File: src/rtl/rr_arbiter4.sv
// rtl/rr_arbiter4.sv - four-way round-robin arbiter with bounded hold time
// Grant outputs are registered; a release can hand over to the next winner on the same edge.
module rr_arbiter4 #(
  parameter int MAX_HOLD = 4
) (
  input  logic       clk,
  input  logic       reset,
  input  logic       enable,
  input  logic [3:0] req,
  output logic [3:0] grant,
  output logic [1:0] grant_idx,
  output logic       grant_valid
);

  localparam logic [0:0] ST_IDLE = 1'b0;
  localparam logic [0:0] ST_BUSY = 1'b1;

  logic [0:0] state;
  logic [1:0] ptr;
  logic [2:0] hold_cnt;

  logic       release_now;
  logic [1:0] search_base;
  logic [1:0] cand;
  logic       win_found;
  logic [1:0] win_idx;

  always_comb begin
    release_now = (state == ST_BUSY) &&
                  (!req[grant_idx] || !enable || (hold_cnt == 3'(MAX_HOLD)));
    // On release the search already starts past the outgoing owner.
    search_base = release_now ? grant_idx + 2'd1 : ptr;
    win_found   = 1'b0;
    win_idx     = 2'd0;
    cand        = 2'd0;
    // Scan from the farthest offset down so the nearest requester is kept last.
    for (int k = 3; k >= 0; k--) begin
      cand = search_base + 2'(k);
      if (req[cand]) begin
        win_found = 1'b1;
        win_idx   = cand;
      end
    end
  end

  always_ff @(posedge clk) begin
    if (reset) begin
      state       <= ST_IDLE;
      ptr         <= 2'd0;
      hold_cnt    <= 3'd0;
      grant       <= 4'b0000;
      grant_idx   <= 2'd0;
      grant_valid <= 1'b0;
    end else if (state == ST_IDLE) begin
      if (enable && win_found) begin
        state       <= ST_BUSY;
        hold_cnt    <= 3'd1;
        grant       <= 4'b0001 << win_idx;
        grant_idx   <= win_idx;
        grant_valid <= 1'b1;
      end
    end else if (release_now) begin
      ptr <= grant_idx + 2'd1;
      if (enable && win_found) begin
        hold_cnt    <= 3'd1;
        grant       <= 4'b0001 << win_idx;
        grant_idx   <= win_idx;
        grant_valid <= 1'b1;
      end else begin
        state       <= ST_IDLE;
        hold_cnt    <= 3'd0;
        grant       <= 4'b0000;
        grant_idx   <= 2'd0;
        grant_valid <= 1'b0;
      end
    end else begin
      hold_cnt <= hold_cnt + 3'd1;
    end
  end

endmodule

File: config.mk
export PLATFORM = sky130hd
export DESIGN_NAME = rr_arbiter4
export DESIGN_NICKNAME = d
export VERILOG_FILES = /design/src/rtl/rr_arbiter4.sv
export SDC_FILE = /design/constraint.sdc
export NUM_CORES = 1
export LEC_CHECK = 0
export ABC_CLOCK_PERIOD_IN_PS = 5400
export CAP_MARGIN = 20
export CORE_UTILIZATION = 31
export DETAILED_ROUTE_END_ITERATION = 8
export DONT_BUFFER_PORTS = 1
export GPL_TIMING_DRIVEN = 0
export PLACE_DENSITY_LB_ADDON = 0.05
export SLEW_MARGIN = 25
export SYNTH_ARGS = -nofsm -noshare
export SYNTH_HDL_FRONTEND = slang
export SYNTH_SLANG_ARGS = --single-unit
export TNS_END_PERCENT = 50
File: constraint.sdc
create_clock -name clk -period 5.4 [get_ports clk]
set_input_delay 0.81 -clock clk [delete_from_list [all_inputs] [get_ports clk]]
set_output_delay 0.81 -clock clk [all_outputs]
set_load 0.005 [all_outputs]
==> summary.txt <==
non-filler cells, final = 122
largest fanout on the critical path = 8
final antenna-violating net count = 0
worst hold slack across all endpoints = 0.481 ns
number of port buffers = 0
leading cell type in the layout, fill and taps excluded = dfxtp_1
number of max-capacitance violations reported = 0
pre-CTS WS = 2.84 ns
detail-routed via count per cell = 5.31
clock buffer count from CTS = 3
worst clock skew = 0.00653 ns
DRC violation count after routing = 0
core box area = 2250 µm²
design area = 820 µm²
Critical R2R Launch = hold_cnt[0]
number of iterations in the first detailed-routing pass = 4
worst hold-check path type = reg2reg
outcome = completed
TritonCTS clock tree = yes
fraction of the cycle the final worst path needs = 43.0%
number of levels the H-tree was split into = 1
via count of the first global-routing pass = 649
Peak VDD IR = 0.136 mV
critical path data required time = 5.57 ns
final hold violation count = 0
combined area of all synthesized cells = 758 µm²
startpoint type of the worst setup path = flop
worst skew pair latency = 0.28 ns
worst slew margin relative to its limit = 37.5%
number of gates resized after CTS = 0
Top Ports = 14
Netlist cell types = 35
placed instance area = 793 µm²
clock sink count = 13
detailed placer's ending HPWL = 1250 µm
cell count after synthesis = 90
Main synth FF type = dfxtp_1
ratio of cells with drive above 1 in the final layout = 8.51%
wire length of the first global-routing pass = 2920 µm
utilization after layout = 36.3%
Worst Path Class, Setup = reg2reg
leading cell types in the layout, fill and taps excluded = dfxtp_1, nor2_1, a21oi_1
worst setup slack after layout = 3.08 ns
Bufs on Longest Clock Path = 2
Min-Delay Startpoint = grant[2]
Post-CTS Setup Inserts = 0
maximum number of pins on one net before global-route repair = 11
routed wire length = 1700 µm
row cnt = 17
leftover overflow at the end of global routing = 0
number of max-slew violations in the final report = 0
Cell Count Post-Placement = 118
starting density of the core = 33.6%
die span in x = 51.5 µm
WL per Instance = 13.9 µm
die outline height = 51.5 µm
gr usage total = 14.9%
number of vias after detailed routing = 648
post-layout min period = 2.32 ns
total leakage power = 0.285 nW
number of warning messages in the yosys log = 0
antenna cells = 0
GP Congestion = 0.716
DRC marker count from the first detailed-route iteration = 27
sequential area share after synthesis = 34.3%
final total negative setup slack = 0 ns
slew at the pin closest to its max-slew limit = 0.926 ns
share of flip-flops with an asynchronous set or reset after synthesis = 0%
unrepaired setup endpoints after global routing = no
average footprint of a synthesized cell = 8.42 µm²
pwr dens = 252 nW/µm²
CP arrival = 2.49 ns
Critical Path, Cell by Cell = inv_1 > ha_1 > a21boi_0 > a21oi_4 > nor4_1 > nor2_1 > a32o_1
area grow syn2layout = 8.09%
fmax = 431 MHz
count of state elements after synthesis = 13
crit path capture type = flop
master of the slowest instance on the critical path = nor4_1
Setup violations, final = 0
area enclosed by the die boundary = 2650 µm²
hold buffers post-CTS = 0
buffer cell driving the clock tree root = clkbuf_4
net total in the final layout = 104
longest individual stage delay on the worst path = 0.53 ns
total power = 206 µW
number of antenna violations at the first check in global routing = 0
number of nets produced by synthesis = 99
post-CTS clock slew at the launch and capture registers of the worst setup and hold paths = 0.09 ns
EDFF count, synth = 0
worst setup path start = hold_cnt[0]
==> critical path, delay by kind of cell, from the launching register on <==
family	cells	cell delay, ns
flip-flops	1	0.39
buffers and inverters	1	0.06
AO/OA/AOI/OAI	3	0.91
AND/OR/NAND/NOR	2	0.65
adder cells (fa/ha/maj)	1	0.20
==> synth_stat cells, drive strengths merged (2+ instances only) <==
library cell	instances	area (µm²)
dfxtp	13	260
nor2	11	41.3
a21oi	10	61.3
nand2	8	30.0
inv	6	22.5
nand2b	4	25.0
nor2b	3	18.8
nor3	3	20.0
o21ai	3	15.0
a32o	2	20.0
and3	2	12.5
ha	2	25.0
o31ai	2	15.0
xnor2	2	17.5
==> flip-flops by register name (all words and copies together) (netlist names) <==
register     flops
grant            4
state            1
hold_cnt         3
ptr              2
grant_idx        2
grant_valid      1
==> per-layer routing <==
layer | vias up | wire, µm | global-route usage (%)
met5 | - | 0 | 0
met4 | 0 | 27 | 6.76
met3 | 4 | 124 | 2.98
met2 | 22 | 684 | 21.6
met1 | 290 | 862 | 20.8
li1 | 332 | - | -
==> report_power, final <==
group	switching (mW)	total (mW)	internal, mW
sequential	0.00651	0.108	0.101
clock	0.0331	0.0617	0.0286
combinational	0.0208	0.0367	0.0159
==> cells by family after synthesis <==
group / Yosys count / synth area share [%]
AND/OR/NAND/NOR: 36 / 23.9
AO/OA/AOI/OAI: 28 / 28.4
flip-flops: 13 / 34.3
buffers and inverters: 7 / 3.46
XOR/XNOR: 2 / 2.31
multiplexers: 2 / 4.29
adder cells (fa/ha/maj): 2 / 3.30
==> layout make-up <==
cell class	count	area [µm²]
Inverter	6	22.5
Clock buffer	4	26.3
Buffer	1	3.75
Fill cell	250	1440
Sequential cell	13	260
Tap cell	28	35.0
Multi-Input combinational cell	70	472
==> final timing paths <==
path	cells past startpoint	slack [ns]	end
worst max-delay path	7	3.08	grant[0]
worst min-delay path	2	0.48	grant[2]
worst max register to register	7	3.08	grant[0]
worst min register to register	2	0.48	grant[2]
Power figures use the tool's default switching activity.
